### config.mk
export PLATFORM = sky130hd
export DESIGN_NAME = spi_burst_ctrl_flat
export DESIGN_NICKNAME = d
export VERILOG_FILES = /design/src/rtl/spi_burst_ctrl_if.sv /design/src/rtl/spi_burst_ctrl.sv /design/src/flat_wrapper.sv
export SDC_FILE = /design/constraint.sdc
export NUM_CORES = 1
export LEC_CHECK = 0
export CORE_UTILIZATION = 35
export CTS_BUF_LIST = sky130_fd_sc_hd__clkbuf_4 sky130_fd_sc_hd__clkbuf_8
export DETAILED_ROUTE_END_ITERATION = 12
export PLACE_DENSITY = 0.56
export SLEW_MARGIN = 20
export SYNTH_ARGS = -nofsm -noshare
export SYNTH_HDL_FRONTEND = slang
export SYNTH_SLANG_ARGS = --single-unit
### constraint.sdc
create_clock -name clk -period 4.37 [get_ports clk]
set_input_delay 0.874 -clock clk [delete_from_list [all_inputs] [get_ports clk]]
set_output_delay 0.874 -clock clk [all_outputs]
set_load 0.03 [all_outputs]
### src/rtl/spi_burst_ctrl_if.sv
// spi_burst_ctrl_if: control, FIFO and byte-engine signals of the SPI burst controller
interface spi_burst_ctrl_if #(parameter int LEN_W = 8);
  logic start, msb_first, abort, busy, done, err_udf, err_ovf;
  logic tx_wvalid, tx_wready, rx_rvalid, rx_rready;
  logic spi_ena, spi_end_trans, spi_msb_lsb;
  logic [LEN_W-1:0] len, bytes_done;
  logic [7:0] tx_wdata, rx_rdata, spi_byte_2_send, spi_byte_rcv;
  modport master(
    output start, len, msb_first, abort, tx_wdata, tx_wvalid, rx_rready, spi_byte_rcv, spi_end_trans,
    input busy, done, err_udf, err_ovf, bytes_done, tx_wready, rx_rdata, rx_rvalid,
          spi_byte_2_send, spi_ena, spi_msb_lsb
  );
  modport slave(
    input start, len, msb_first, abort, tx_wdata, tx_wvalid, rx_rready, spi_byte_rcv, spi_end_trans,
    output busy, done, err_udf, err_ovf, bytes_done, tx_wready, rx_rdata, rx_rvalid,
           spi_byte_2_send, spi_ena, spi_msb_lsb
  );
endinterface

### src/rtl/spi_burst_ctrl.sv
// spi_burst_ctrl: sequences multi-byte SPI bursts over a byte engine with TX/RX FIFOs
module spi_burst_ctrl #(
  parameter int FIFO_DEPTH = 16,
  parameter int LEN_W = 8
) (
  input logic clk,
  input logic arstn,
  spi_burst_ctrl_if.slave bus
);
  localparam int AW = $clog2(FIFO_DEPTH);
  localparam int CW = AW + 1;
  localparam logic [LEN_W-1:0] ONE = 1;
  typedef enum logic [1:0] {IDLE, RUN, FINISH} state_t;
  state_t state;
  logic [7:0] tx_mem [FIFO_DEPTH];
  logic [7:0] rx_mem [FIFO_DEPTH];
  logic [AW-1:0] tx_wp, tx_rp, rx_wp, rx_rp;
  logic [CW-1:0] tx_cnt, rx_cnt;
  logic [LEN_W-1:0] len_q;
  logic tx_full, tx_empty, rx_full, rx_empty;
  logic tx_push, tx_pop, rx_push, rx_pop;
  logic hit, flush, accept, last, udf;

  assign tx_full = tx_cnt == CW'(FIFO_DEPTH);
  assign tx_empty = tx_cnt == '0;
  assign rx_full = rx_cnt == CW'(FIFO_DEPTH);
  assign rx_empty = rx_cnt == '0;
  assign hit = state == RUN && bus.spi_end_trans;
  assign flush = state == RUN && bus.abort;
  assign tx_push = bus.tx_wvalid && !tx_full && !flush;
  assign tx_pop = hit && !tx_empty && !flush;
  assign rx_pop = bus.rx_rready && !rx_empty;
  assign rx_push = hit && (!rx_full || rx_pop);
  assign accept = state == IDLE && bus.start && |bus.len && !tx_empty;
  assign last = bus.bytes_done + ONE == len_q;
  // only the byte being popped is left and nothing refills it this cycle
  assign udf = tx_cnt == CW'(1) && !tx_push;
  assign bus.tx_wready = !tx_full;
  assign bus.rx_rvalid = !rx_empty;
  assign bus.rx_rdata = rx_empty ? 8'h00 : rx_mem[rx_rp];
  assign bus.spi_byte_2_send = tx_empty ? 8'h00 : tx_mem[tx_rp];

  // burst sequencer with registered status outputs
  always_ff @(posedge clk or negedge arstn) begin
    if (!arstn) begin
      state <= IDLE;
      bus.busy <= 1'b0;
      bus.done <= 1'b0;
      bus.spi_ena <= 1'b0;
      bus.spi_msb_lsb <= 1'b0;
      bus.err_udf <= 1'b0;
      bus.err_ovf <= 1'b0;
      bus.bytes_done <= '0;
      len_q <= '0;
    end else begin
      bus.done <= 1'b0;
      case (state)
        IDLE: if (accept) begin
          state <= RUN;
          bus.busy <= 1'b1;
          bus.spi_ena <= 1'b1;
          bus.spi_msb_lsb <= bus.msb_first;
          bus.err_udf <= 1'b0;
          bus.err_ovf <= 1'b0;
          bus.bytes_done <= '0;
          len_q <= bus.len;
        end
        RUN: begin
          if (hit && bus.bytes_done < len_q) bus.bytes_done <= bus.bytes_done + ONE;
          if (hit && rx_full && !rx_pop) bus.err_ovf <= 1'b1;
          if (flush || (hit && (last || udf))) begin
            state <= FINISH;
            bus.spi_ena <= 1'b0;
            bus.done <= 1'b1;
            if (hit && !flush && !last) bus.err_udf <= 1'b1;
          end
        end
        default: begin
          state <= IDLE;
          bus.busy <= 1'b0;
        end
      endcase
    end
  end

  // TX FIFO pointers; abort discards everything queued
  always_ff @(posedge clk or negedge arstn) begin
    if (!arstn) begin
      tx_wp <= '0;
      tx_rp <= '0;
      tx_cnt <= '0;
    end else if (flush) begin
      tx_rp <= tx_wp;
      tx_cnt <= '0;
    end else begin
      if (tx_push) tx_wp <= tx_wp + AW'(1);
      if (tx_pop) tx_rp <= tx_rp + AW'(1);
      tx_cnt <= tx_cnt + CW'(tx_push) - CW'(tx_pop);
    end
  end

  // RX FIFO pointers
  always_ff @(posedge clk or negedge arstn) begin
    if (!arstn) begin
      rx_wp <= '0;
      rx_rp <= '0;
      rx_cnt <= '0;
    end else begin
      if (rx_push) rx_wp <= rx_wp + AW'(1);
      if (rx_pop) rx_rp <= rx_rp + AW'(1);
      rx_cnt <= rx_cnt + CW'(rx_push) - CW'(rx_pop);
    end
  end

  // FIFO storage, unreset since occupancy is tracked by the counters
  always_ff @(posedge clk) begin
    if (tx_push) tx_mem[tx_wp] <= bus.tx_wdata;
    if (rx_push) rx_mem[rx_wp] <= bus.spi_byte_rcv;
  end
endmodule

### src/flat_wrapper.sv
// flat-port wrapper written by rule: the top's interface ports become plain ports
module spi_burst_ctrl_flat 
#(
  parameter int FIFO_DEPTH = 16,
  parameter int LEN_W = 8
)
  (clk, arstn, bus_start, bus_len, bus_msb_first, bus_abort, bus_tx_wdata, bus_tx_wvalid, bus_rx_rready, bus_spi_byte_rcv, bus_spi_end_trans, bus_busy, bus_done, bus_err_udf, bus_err_ovf, bus_bytes_done, bus_tx_wready, bus_rx_rdata, bus_rx_rvalid, bus_spi_byte_2_send, bus_spi_ena, bus_spi_msb_lsb);
  spi_burst_ctrl_if #(.LEN_W(LEN_W)) bus_i ();
  input logic clk;
  input logic arstn;
  input wire logic [$bits(bus_i.start)-1:0] bus_start;
  input wire logic [$bits(bus_i.len)-1:0] bus_len;
  input wire logic [$bits(bus_i.msb_first)-1:0] bus_msb_first;
  input wire logic [$bits(bus_i.abort)-1:0] bus_abort;
  input wire logic [$bits(bus_i.tx_wdata)-1:0] bus_tx_wdata;
  input wire logic [$bits(bus_i.tx_wvalid)-1:0] bus_tx_wvalid;
  input wire logic [$bits(bus_i.rx_rready)-1:0] bus_rx_rready;
  input wire logic [$bits(bus_i.spi_byte_rcv)-1:0] bus_spi_byte_rcv;
  input wire logic [$bits(bus_i.spi_end_trans)-1:0] bus_spi_end_trans;
  output wire logic [$bits(bus_i.busy)-1:0] bus_busy;
  output wire logic [$bits(bus_i.done)-1:0] bus_done;
  output wire logic [$bits(bus_i.err_udf)-1:0] bus_err_udf;
  output wire logic [$bits(bus_i.err_ovf)-1:0] bus_err_ovf;
  output wire logic [$bits(bus_i.bytes_done)-1:0] bus_bytes_done;
  output wire logic [$bits(bus_i.tx_wready)-1:0] bus_tx_wready;
  output wire logic [$bits(bus_i.rx_rdata)-1:0] bus_rx_rdata;
  output wire logic [$bits(bus_i.rx_rvalid)-1:0] bus_rx_rvalid;
  output wire logic [$bits(bus_i.spi_byte_2_send)-1:0] bus_spi_byte_2_send;
  output wire logic [$bits(bus_i.spi_ena)-1:0] bus_spi_ena;
  output wire logic [$bits(bus_i.spi_msb_lsb)-1:0] bus_spi_msb_lsb;
  assign bus_i.start = bus_start;
  assign bus_i.len = bus_len;
  assign bus_i.msb_first = bus_msb_first;
  assign bus_i.abort = bus_abort;
  assign bus_i.tx_wdata = bus_tx_wdata;
  assign bus_i.tx_wvalid = bus_tx_wvalid;
  assign bus_i.rx_rready = bus_rx_rready;
  assign bus_i.spi_byte_rcv = bus_spi_byte_rcv;
  assign bus_i.spi_end_trans = bus_spi_end_trans;
  assign bus_busy = bus_i.busy;
  assign bus_done = bus_i.done;
  assign bus_err_udf = bus_i.err_udf;
  assign bus_err_ovf = bus_i.err_ovf;
  assign bus_bytes_done = bus_i.bytes_done;
  assign bus_tx_wready = bus_i.tx_wready;
  assign bus_rx_rdata = bus_i.rx_rdata;
  assign bus_rx_rvalid = bus_i.rx_rvalid;
  assign bus_spi_byte_2_send = bus_i.spi_byte_2_send;
  assign bus_spi_ena = bus_i.spi_ena;
  assign bus_spi_msb_lsb = bus_i.spi_msb_lsb;
  spi_burst_ctrl #(.FIFO_DEPTH(FIFO_DEPTH), .LEN_W(LEN_W)) u_core (.clk(clk), .arstn(arstn), .bus(bus_i));
endmodule
* Yosys cells after proc, flatten, opt, wreduce, memory -nomap -nowiden
Memory sizes are Yosys's and may differ from the RTL's.
Cells that the tools add are included.
** Word-level totals
- Register bits after elaboration :: 50
- Bits in writable memories :: 256
- Bits of input ports :: 32
- Word-level logic and storage cells :: 109
- Memories :: 2
** Memory list
- u_core.rx_mem :: depth 16, bits a word 8, read ports 1, clocked after memory_dff 0, wr ports 1, RTL line spi_burst_ctrl.sv:16 : logic [7:0] rx_mem [FIFO_DEPTH];
- u_core.tx_mem :: depth 16, bits a word 8, read ports 1, clocked after memory_dff 0, wr ports 1, RTL line spi_burst_ctrl.sv:15 : logic [7:0] tx_mem [FIFO_DEPTH];
** Cells by class
- $add $sub $neg :: 9
- $lt $le $gt $ge :: 1
- Eq/ne operators :: 10
- Mux-type cells :: 27
- Bitwise operators :: 2
- Reductions and logical operators :: 43
** Operators by type and width (count)
- 8-bit two-way mux :: 4
- 1-bit logical AND :: 18
- 4-bit by 1-bit adder with 4-bit output, second input constant :: 4
- 8-bit one-hot mux with 2 select lines :: 1
- 1-bit two-way mux :: 12
- 5-bit by 1-bit adder with 5-bit output :: 2
- 5-bit == test, second input constant :: 2
- 5-bit zero test :: 2
- 5-bit by 1-bit subtractor with 5-bit output :: 2
- 3-bit AND reduction :: 3
- 8-bit by 1-bit adder with 8-bit output, second input constant :: 1
- 8-bit == test :: 1
- 1-bit zero test :: 8
- 8-bit < comparator :: 1
- 4-bit two-way mux :: 2
- 2-bit != test, second input constant :: 4
- 1-bit one-hot mux with 2 select lines :: 4
- 2-bit AND reduction :: 4
- 8-bit OR reduction :: 1
- 5-bit by 1-bit == test with 1-bit output, second input constant :: 1
- 5-bit two-way mux :: 1
- 2-bit two-way mux :: 2
- 2-bit one-hot mux with 2 select lines :: 1
- 4-bit AND reduction :: 1
- other kinds (6) :: 10

* Longest topological paths before layout
Gate-level depths: netlist of run 1.
- Depth after elaboration :: 11
- Mapped depth :: 14

* Least setup slack after synthesis of run 1
OpenSTA, ideal clock, no wires.
- Path type :: register to register
- Start :: reg u_core.tx_cnt[3]
- End :: reg u_core.tx_cnt[4]
- Data arrival time :: 2.876 ns
- Setup slack :: 1.416 ns
- Cell stages (with the launch flop) :: 14
- Period minus slack after synthesis :: 2.954 ns
- Path through :: dfrtp_1 -> inv_1 -> ha_1 -> nor4b_2 -> clkbuf_1 -> nor3_1 -> ha_1 -> inv_1 -> ha_1 -> fa_1 -> a21oi_1 -> nor2_1 -> or3_1 -> a21oi_1
** On the way
- Longest elaborated chain between the ends :: 7
** Ends and longest elaborated chain
- start: declaration :: RTL line spi_burst_ctrl.sv:18 : logic [CW-1:0] tx_cnt, rx_cnt;
- start signal: assignment :: RTL line spi_burst_ctrl.sv:98 : tx_cnt <= tx_cnt + CW'(tx_push) - CW'(tx_pop);
- 5-bit == test :: RTL line spi_burst_ctrl.sv:24 : assign tx_full = tx_cnt == CW'(FIFO_DEPTH);
- 1-bit zero test :: RTL line spi_burst_ctrl.sv:30 : assign tx_push = bus.tx_wvalid && !tx_full && !flush;
- 1-bit logical AND (2 in series) :: RTL line spi_burst_ctrl.sv:30
- 5-bit by 1-bit adder with 5-bit output :: RTL line spi_burst_ctrl.sv:98
- 5-bit by 1-bit subtractor with 5-bit output * :: RTL line spi_burst_ctrl.sv:98
- 5-bit two-way mux * :: RTL line spi_burst_ctrl.sv:92 : end else if (flush) begin
Every way passes the cells marked *; elsewhere a longest branch is shown, timed or not.
A chain may end at the register's enable or synchronous reset.

* Final worst setup path of run 1
- Start :: reg u_core.tx_rp[0]
- End :: out bus_spi_byte_2_send[5]
** On the way
- Longest elaborated chain between the ends :: 2
** Ends and longest elaborated chain
- start: declaration :: RTL line spi_burst_ctrl.sv:17 : logic [AW-1:0] tx_wp, tx_rp, rx_wp, rx_rp;
- start signal: assignment :: RTL line spi_burst_ctrl.sv:93 : tx_rp <= tx_wp;
- start signal: assignment :: RTL line spi_burst_ctrl.sv:97 : if (tx_pop) tx_rp <= tx_rp + AW'(1);
- memory 16 x 8 bit
- 8-bit two-way mux :: RTL line spi_burst_ctrl.sv:41 : assign bus.spi_byte_2_send = tx_empty ? 8'h00 : tx_mem[tx_rp];
- end: declaration :: RTL line flat_wrapper.sv:28 : output wire logic [$bits(bus_i.spi_byte_2_send)-1:0] bus_spi_byte_2_send;
No other way between the ends.

==> results of run 1 <==
==> power groups by stage <==
stage                     registers (mW)  clock network (mW)  logic, mW
final                               3.87                2.71       3.54
after detailed placement            3.93                   0       3.59
after CTS                           3.87                2.79       3.60
after global routing                3.91                2.91       3.87
after floorplan                     3.79                   0       2.61
after global placement              3.92                   0       3.58
==> cell type report <==
class	instances	area (um2)
inverter	31	116
clock inverter	24	233
tap	468	586
fill	3264	21300
sequential	306	8940
timing repair buffer	75	741
multi-input combinational	365	3750
clock buffer	71	865
==> logic make-up (layout without fill, tap and decap cells) <==
kind of cell    Yosys count  after routing  synth area share, %
flops                   306            306                 68.8
simple gates            167            167                 6.85
mux                      85             85                 14.3
buf+inv                  62            201                 2.25
compound gates           58             58                 3.00
fa+ha+maj                33             33                 3.30
xor+xnor                 22             22                 1.48
==> metal layers <==
metal	global-route usage, %	share of wire (%)
met1	20.4	44
met3	3.24	4.7
met5	0	0
met2	25.3	49
met4	5.14	2.0
==> sequential cells by signal, indices dropped and copies added (netlist names), 2 cells and up <==
name and count:
u_core.rx_rp 4, u_core.bus.bytes_done 8, u_core.len_q 8, u_core.rx_mem 128, u_core.rx_wp 4, u_core.state 2, u_core.tx_wp 4, u_core.tx_mem 128
u_core.tx_cnt 5, u_core.rx_cnt 5, u_core.tx_rp 4
==> metrics by stage <==
step	hold slack, ps	utilization [%]	instance area [um2]	cells
4_1_cts	308	41.7	15200	1340
6_report	328	41.7	15200	1340
5_1_grt	353	41.7	15200	1340
2_1_floorplan	450	-	13000	733
3_5_place_dp	475	38.7	14100	1245
3_3_place_gp	470	38.7	14100	1245
==> critical path, delay by kind of cell, from the launching register on <==
| kind | cells | cell delay [ps] |
|---|---|---|
| and+or+nand+nor | 1 | 180 |
| DFF | 1 | 440 |
| buffers and inverters | 2 | 890 |
| muxes | 2 | 1050 |
==> cells in the final DEF, fill, tap and decap left out, types with 8 or more instances in the layout <==
master           instances
edfxtp_1               256
mux4_2                  80
clkdlybuf4s50_1         62
clkbuf_8                53
dfrtp_1                 48
nand2_1                 47
inv_1                   31
ha_1                    31
nor2_1                  30
nor2b_1                 20
and2_1                  20
clkbuf_4                18
xnor2_1                 15
a21oi_1                 13
nand3_1                 12
o21ai_1                 11
buf_4                   10
clkinv_1                 9
clkinv_2                 8
==> worst paths after layout <==
check / endpoint / slack, ps
hold reg to reg: u_core.len_q[0] / 490
setup reg to reg: u_core.rx_cnt[4] / 1160
max in group asynchronous: u_core.rx_rp[0] / 3230
hold / removal: u_core.len_q[6] / 330
setup / recovery: bus_spi_byte_2_send[5] / 290
min in group clk: u_core.len_q[0] / 490
==> impl_metrics.yaml, run 1 <==
floorplanning:
  die_h_um: 195
  die_area_um2: 37900
  die_w_um: 195
  initial_core_util_pct: 35.6
  ios: 64
  coreArea_um2: 36500
  rows: 70
setup_path:
  path_max_fanout: 32
  path_cells: "buf_12 > mux4_2 > mux4_2 > nor2b_1 > clkdlybuf4s50_1"
  r2r-start: "u_core.rx_cnt[3]"
  cp_common_cell: "mux4_2"
  worstPathArrival_ps: 3210
  cp-end-kind: "output port"
  max_stage_delay_ps: 610
  cp-startpoint: "u_core.tx_rp[0]"
  crit_path_start_kind: "flip-flop"
  required_ps: 3500
  crit_slowest_cell: "clkdlybuf4s50_1"
  rr_worst_depth: 13
  worstSetupPathType: "flip-flop to output port"
drt:
  vias_per_cell: 5.02
  drt_iter0_drc: 374
  wl_per_cell_um: 20.8
  drt_pass1_iterations: 5
  drc: 0
  dr_total_vias: 6721
  ant_nets: 0
  routed_wl_um: 27900
synth:
  synth_nets: 798
  synth_ff_type: "edfxtp_1"
  yosysWarnings: 0
  synthArstFlopShare_pct: 16.3
  seq_area_frac_synth_pct: 68.8
  syn_inst: 733
  syn_avg_cell_area_um2: 17.7
  netlist_top_cells_count: "edfxtp_1, mux4_2, dfrtp_1"
  syn-cell-area_um2: 13000
  netlist-cell-type-count: 60
  netlist.area_leader.share_pct: 59.2
  synth_edf_count: 256
  synthTopCellsByArea: "edfxtp_1, mux4_2, dfrtp_1, ha_1, nand2_1"
  yosys.area.top_type: "edfxtp_1"
  yosysMostFrequentCell: "edfxtp_1"
  synth_seq_cells: 306
cts:
  clockBufferDepth: 3
  cts_buffers: 52
  tritoncts: "yes"
  cts_resized: 0
  post-cts-setup-buffers: 0
  cts_root_buffer: "clkbuf_8"
  path_clk_slew_ps: 70
  htreeDepth: 2
  cts.sink_count: 306
  ctsHoldBuffers: 0
  clk_latency_ps: 630
global_routing:
  grt_overflow: 0
  grt_pass1_wl_um: 43800
  grt_max_degree: 37
  antenna_found_initial: 0
  track_usage_pct: 15.4
  first_global_vias: 7217
sta:
  setup_viol: 0
  max_freq_mhz: 245
  tightestPinTransition_ps: 767
  hold_viol_final: 0
  finalSetupTns_ps: 0
  timing.final.ws_setup_ps: 285
  slew_violations: 0
  rsz0062_at_grt: "no"
  min_period_ps: 4080
  skew_ps: 30.3
  finalCritPeriodShare_pct: 93.5
  slew_headroom_pct: 48.9
power:
  p_int_mw: 6.75
  ir_worst_vdd_mv: 0.580
  p_leak_nw: 5.25
  p_clk_share_pct: 26.8
  p_total_mw: 10.1
  switchingPower_mw: 3.36
  p_seq_share_pct: 38.2
  power_density_nw_per_um2: 664
  netSwitchingFraction_pct: 33.2
  p_comb_share_pct: 35.0
worst_hold_path:
  hp-class: "input port to async pin"
placement:
  port_buffers: 63
  place_ws_ps: 782
  hpwl_um: 17800
  gp_congestion: 0.757
cells_and_area:
  layout-drive-gt1-share_pct: 21.6
  area_delta_synth_final_pct: 17.3
  final_nets: 896
  antenna_cells: 0
flow_run:
  maxCapViolCount: 0
status:
  status: "completed"
Power figures use the tool's default switching activity.
==> run 2, diff against run 1 <==
--- a/config.mk
+++ b/config.mk
@@ -5,10 +5,11 @@
 export SDC_FILE = /design/constraint.sdc
 export NUM_CORES = 1
 export LEC_CHECK = 0
-export CORE_UTILIZATION = 35
+export ABC_AREA = 1
+export CORE_UTILIZATION = 67
 export CTS_BUF_LIST = sky130_fd_sc_hd__clkbuf_4 sky130_fd_sc_hd__clkbuf_8
 export DETAILED_ROUTE_END_ITERATION = 12
-export PLACE_DENSITY = 0.56
+export PLACE_DENSITY = 0.92
 export SLEW_MARGIN = 20
 export SYNTH_ARGS = -nofsm -noshare
 export SYNTH_HDL_FRONTEND = slang
==> run 2 against run 1 <==
  * Global-route usage increased by 17 points
  * Combinational power increased by 11%
  * Clock skew increased by 1.3 ps
  * Sequential share of layout area increased by 1.7 points
  * Sequential cell count unchanged
  * Routed wire length increased by 13%
  * Cell count increased by 8.4%
  * Core utilization increased by 37 points
  * Synthesized cell count increased by 47%
  * Via count increased by 40%
==> impl_metrics.yaml, run 2 <==
cts:
  clockBufferDepth: 3
  cts_buffers: 47
  cts.sink_count: 306
  cts_root_buffer: "clkbuf_8"
  cts_resized: 0
  tritoncts: "yes"
  clk_latency_ps: 570
  post-cts-setup-buffers: 0
  ctsHoldBuffers: 0
  htreeDepth: 2
  path_clk_slew_ps: 60
global_routing:
  grt_max_degree: 67
  grt_pass1_wl_um: 48500
  track_usage_pct: 32.1
  grt_overflow: 0
  antenna_found_initial: 0
  first_global_vias: 9226
setup_path:
  r2r-start: "u_core.rx_cnt[3]"
  path_buf_inv: 3
  reg2reg_slack_ps: 1400
  crit_path_start_kind: "flip-flop"
  rr_worst_depth: 15
  max_stage_delay_ps: 750
  worstSetupPathType: "flip-flop to output port"
  cp-end-kind: "output port"
  path_max_fanout: 28
  crit_slowest_cell: "clkdlybuf4s50_1"
  reg2reg_to: "u_core.rx_cnt[4]"
  cp_top_family: "buffers and inverters"
  required_ps: 3500
  path_cells: "inv_1 > buf_4 > o21ai_0 > o221ai_1 > nand3_1 > a21oi_1 > clkdlybuf4s50_1"
  worstPathArrival_ps: 3330
synth:
  syn_avg_cell_area_um2: 12.0
  synth-adder-area-share_pct: 3.29
  synth_edf_count: 256
  synthSimpleGateAreaFrac_pct: 11.7
  synthMuxAreaShare_pct: 0
  synth_compound_area_share_pct: 11.6
  yosysMostFrequentCell: "edfxtp_1"
  yosys.area.top_type: "edfxtp_1"
  syn-cell-area_um2: 13000
  synth_ff_type: "edfxtp_1"
  netlist.area_leader.share_pct: 59.1
  syn_inst: 1081
  synth-xor-area-share_pct: 1.21
  seq_area_frac_synth_pct: 68.7
  synthTopCellsByArea: "edfxtp_1, dfrtp_1, o21ai_0, nor2_1, o221ai_1"
  synthArstFlopShare_pct: 16.3
  synth_seq_cells: 306
  synth_nets: 1146
  synth_top_family_by_area: "simple AND/OR/NAND/NOR gates"
  netlist_top_cells_count: "edfxtp_1, nor2_1, o21ai_0"
  netlist-cell-type-count: 32
  yosysWarnings: 0
sta:
  whs_ps: 378
  tightestPinTransition_ps: 1030
  min_period_ps: 4200
  rsz0062_at_grt: "no"
  finalSetupTns_ps: 0
  skew_ps: 31.6
  slew_headroom_pct: 31.0
  setup_viol: 0
  hold_viol_final: 0
  max_freq_mhz: 238
  slew_violations: 0
  finalCritPeriodShare_pct: 96.1
worst_hold_path:
  hp-class: "input port to async pin"
cells_and_area:
  top_regs: "u_core.rx_mem (128), u_core.tx_mem (128)"
  area_delta_synth_final_pct: 13.7
  antenna_cells: 0
  stdcell_area_um2: 14800
  layout-drive-gt1-share_pct: 9.65
  final_nets: 1218
  mostFrequentLayoutCells: "edfxtp_1, nor2_1, o21ai_0, nand2_1, clkdlybuf4s50_1"
  instances_no_fill: 1452
  layout_commonest_cell: "edfxtp_1"
floorplanning:
  die_h_um: 141
  initial_core_util_pct: 68.9
  coreArea_um2: 18900
  die_w_um: 141
  rows: 50
  die_area_um2: 20000
  ios: 64
status:
  status: "completed"
power:
  p_leak_nw: 5.32
  ir_worst_vdd_mv: 0.662
  power_density_nw_per_um2: 680
placement:
  numPlacedInstances: 1364
  hpwl_um: 19000
  port_buffers: 63
  dpl_cell_area_um2: 13900
  gp_congestion: 0.877
drt:
  wl_per_cell_um: 21.7
  drt_pass1_iterations: 7
  dr_total_vias: 9379
  ant_nets: 0
  drc: 0
  routed_wl_um: 31400
  vias_per_cell: 6.46
  drt_iter0_drc: 1473
flow_run:
  maxCapViolCount: 0
-- run 2: cell types whose count changed after synthesis, sizes merged, moves of 13 or more --
cell    previous run  this run
a21oi             13        26
nand2             47        90
o221ai             0        57
xnor2             15         2
nor2b             20         0
mux4              80         0
nor2              31       190
inv               31        62
clkbuf            16        36
and2              20         0
o21ai             15       155
nand3             12        59
-- run 2: worst max path at each step --
stage                     startpoint                      to  slack (ps)  depth (start not counted)
floorplan           u_core.rx_cnt[3]        u_core.rx_cnt[4]        1610                         15
global placement     u_core.tx_rp[1]  bus_spi_byte_2_send[0]        1020                          9
detailed placement         bus_abort     u_core.tx_mem[3][3]         940                          8
CTS                  u_core.tx_rp[1]  bus_spi_byte_2_send[0]         270                          9
global route         u_core.tx_rp[1]  bus_spi_byte_2_send[0]          90                          9
finish               u_core.tx_rp[0]  bus_spi_byte_2_send[6]         170                          7
-- run 2: layout make-up --
cell class / count / area (um2)
clock inverter: 25 / 175
fill: 1004 / 4090
clock buffer: 63 / 773
multi-input combinational: 657 / 3610
sequential: 306 / 8940
timing repair buffer: 76 / 736
tap: 260 / 325
inverter: 65 / 244
-- run 2: power by group --
part / switching [mW] / internal, mW / leakage [nW]
clock: 1.11 / 1.28 / 0.505
combinational: 2.67 / 1.26 / 1.89
sequential: 0.212 / 3.53 / 2.92
total: 4.00 / 6.07 / 5.32
-- run 2: metrics by stage --
| stage | power (mW) | worst slack [ps] | util, % |
|---|---|---|---|
| global placement | 7.37 | 1020 | 73.3 |
| detailed placement | 7.55 | 944 | 73.3 |
| finish | 10.1 | 168 | 78.3 |
| floorplan | 6.28 | 1610 | - |
| CTS | 9.99 | 266 | 78.3 |
| global route | 10.5 | 85.5 | 78.3 |
-- run 2: logic make-up (layout without fill, tap and decap cells) --
kind of cell	count (synthesis)	count (layout)
XOR/XNOR	18	18
AO/OA/AOI/OAI	253	253
AND/OR/NAND/NOR	353	353
buffers and inverters	118	229
flip-flops	306	306
adder cells (fa/ha/maj)	33	33
-- run 2: metal layers --
layer | vias to the layer above | GRT usage, % | wire [um]
met5 | - | 0 | 0
met4 | 0 | 15.2 | 1350
met3 | 141 | 6.04 | 3420
met2 | 760 | 53.4 | 15400
met1 | 4410 | 41.4 | 11200
li1 | 4068 | - | -
==> run 3, diff against run 2 <==
--- a/config.mk
+++ b/config.mk
@@ -6,10 +6,10 @@
 export NUM_CORES = 1
 export LEC_CHECK = 0
 export ABC_AREA = 1
-export CORE_UTILIZATION = 67
+export CORE_UTILIZATION = 62
 export CTS_BUF_LIST = sky130_fd_sc_hd__clkbuf_4 sky130_fd_sc_hd__clkbuf_8
 export DETAILED_ROUTE_END_ITERATION = 12
-export PLACE_DENSITY = 0.92
+export PLACE_DENSITY = 0.87
 export SLEW_MARGIN = 20
 export SYNTH_ARGS = -nofsm -noshare
 export SYNTH_HDL_FRONTEND = slang
==> constraint.sdc (replaced) <==
create_clock -name clk -period 4.4 [get_ports clk]
set_input_delay 0.88 -clock clk [delete_from_list [all_inputs] [get_ports clk]]
set_output_delay 0.88 -clock clk [all_outputs]
set_load 0.03 [all_outputs]
==> run 3 against run 2 <==
  * Via count decreased by 3.1%
  * Combinational power decreased by 2%
  * Sequential cell count unchanged
  * Highest routed layer unchanged
==> impl_metrics.yaml, run 3 (same netlist as run 2, synthesis figures left out) <==
status:
  status: "completed"
cells_and_area:
  final_nets: 1225
  mostFrequentLayoutCells: "edfxtp_1, nor2_1, o21ai_0, nand2_1, clkdlybuf4s50_1"
  top_regs: "u_core.rx_mem (128), u_core.tx_mem (128)"
  antenna_cells: 0
  area_delta_synth_final_pct: 14.3
  layout-drive-gt1-share_pct: 9.95
  layout_commonest_cell: "edfxtp_1"
  nFillCells: 1313
sta:
  slew_headroom_pct: 38.3
  skew_ps: 27.6
  hold_viol_final: 0
  tightestPinTransition_ps: 923
  rsz0062_at_grt: "no"
  setup_viol: 0
  finalCritPeriodShare_pct: 93.8
  min_period_ps: 4130
  finalSetupTns_ps: 0
  max_freq_mhz: 242
  slew_violations: 0
  timing.final.ws_setup_ps: 272
placement:
  hpwl_um: 18500
  port_buffers: 63
  place_ws_ps: 937
  gp_congestion: 0.909
setup_path:
  cp-startpoint: "u_core.rx_rp[1]"
  cp.depth: 7
  crit_path_start_kind: "flip-flop"
  path_cells: "inv_1 > buf_4 > o21ai_0 > o221ai_1 > nand3_1 > a21oi_1 > clkdlybuf4s50_1"
  rr_worst_depth: 15
  required_ps: 3520
  crit_slowest_cell: "clkdlybuf4s50_1"
  r2r-start: "u_core.rx_cnt[3]"
  path_buf_inv: 3
  path_max_fanout: 22
  worstPathArrival_ps: 3250
  worstSetupPathType: "flip-flop to output port"
  cp_top_family: "buffers and inverters"
  reg2reg_to: "u_core.rx_cnt[4]"
  cp-end-kind: "output port"
  max_stage_delay_ps: 700
  reg2reg_slack_ps: 1390
  crit_end: "bus_rx_rdata[6]"
global_routing:
  grt_overflow: 0
  track_usage_pct: 28.1
  grt_max_degree: 67
  grt_pass1_wl_um: 46800
  first_global_vias: 9016
  antenna_found_initial: 0
power:
  ir_worst_vdd_mv: 0.557
  power_density_nw_per_um2: 671
  p_leak_nw: 5.36
flow_run:
  maxCapViolCount: 0
drt:
  vias_per_cell: 6.20
  dr_total_vias: 9087
  drt_iter0_drc: 952
  routed_wl_um: 29800
  drt_pass1_iterations: 5
  drc: 0
  ant_nets: 0
  wl_per_cell_um: 20.3
floorplanning:
  coreArea_um2: 20400
  die_w_um: 147
  initial_core_util_pct: 63.7
  rows: 52
  die_area_um2: 21600
  ios: 64
  die_h_um: 147
cts:
  clk_latency_ps: 560
  clockBufferDepth: 3
  cts_root_buffer: "clkbuf_8"
  cts_buffers: 48
  ctsHoldBuffers: 0
  post-cts-setup-buffers: 0
  tritoncts: "yes"
  htreeDepth: 2
  path_clk_slew_ps: 60
  cts_resized: 0
  cts.sink_count: 306
worst_hold_path:
  hp-class: "input port to async pin"
-- run 3: how the worst min path moves through the flow --
stage | from | to | cells after the start
floorplan | u_core.len_q[0] | u_core.len_q[0] | 2
global placement | u_core.bus.spi_msb_lsb | u_core.bus.spi_msb_lsb | 2
detailed placement | u_core.len_q[0] | u_core.len_q[0] | 2
CTS | arstn | u_core.rx_rp[2] | 2
global route | arstn | u_core.bus.bytes_done[6] | 2
finish | arstn | u_core.len_q[6] | 2
-- run 3: power breakdown --
part	leakage [nW]	switching (mW)	internal, mW
combinational	1.92	2.56	1.28
clock	0.513	1.08	1.34
sequential	2.92	0.212	3.51
total	5.36	3.86	6.13
-- run 3: routing by layer --
layer  up-vias  global-route usage, %  routed length, um
met2       563                   46.1              14600
met1      4350                   37.4              11400
met4         0                   12.4                925
met3        89                   4.69               2910
li1       4085                      -                  -
met5         -                      0                  0
-- run 3: per-stage QoR --
stage / util, % / area [um2] / hold slack [ps] / power (mW) / instances
6_report: 72.8 / 14900 / 432 / 9.98 / 1466
4_1_cts: 72.8 / 14900 / 444 / 9.95 / 1466
3_3_place_gp: 68.1 / 13900 / 467 / 7.37 / 1380
5_1_grt: 72.8 / 14900 / 499 / 10.5 / 1466
2_1_floorplan: - / 13000 / 446 / 6.24 / 1081
3_5_place_dp: 68.1 / 13900 / 473 / 7.54 / 1380
-- run 3: area by class of cell --
cell class	count	area, um2	share of cell area, %
Clock buffer	69	837	5.63
Timing Repair Buffer	82	781	5.25
Inverter	65	244	1.64
Sequential cell	306	8940	60.1
Multi-Input combinational cell	657	3610	24.2
Clock inverter	17	133	0.891
Tap cell	270	338	2.27
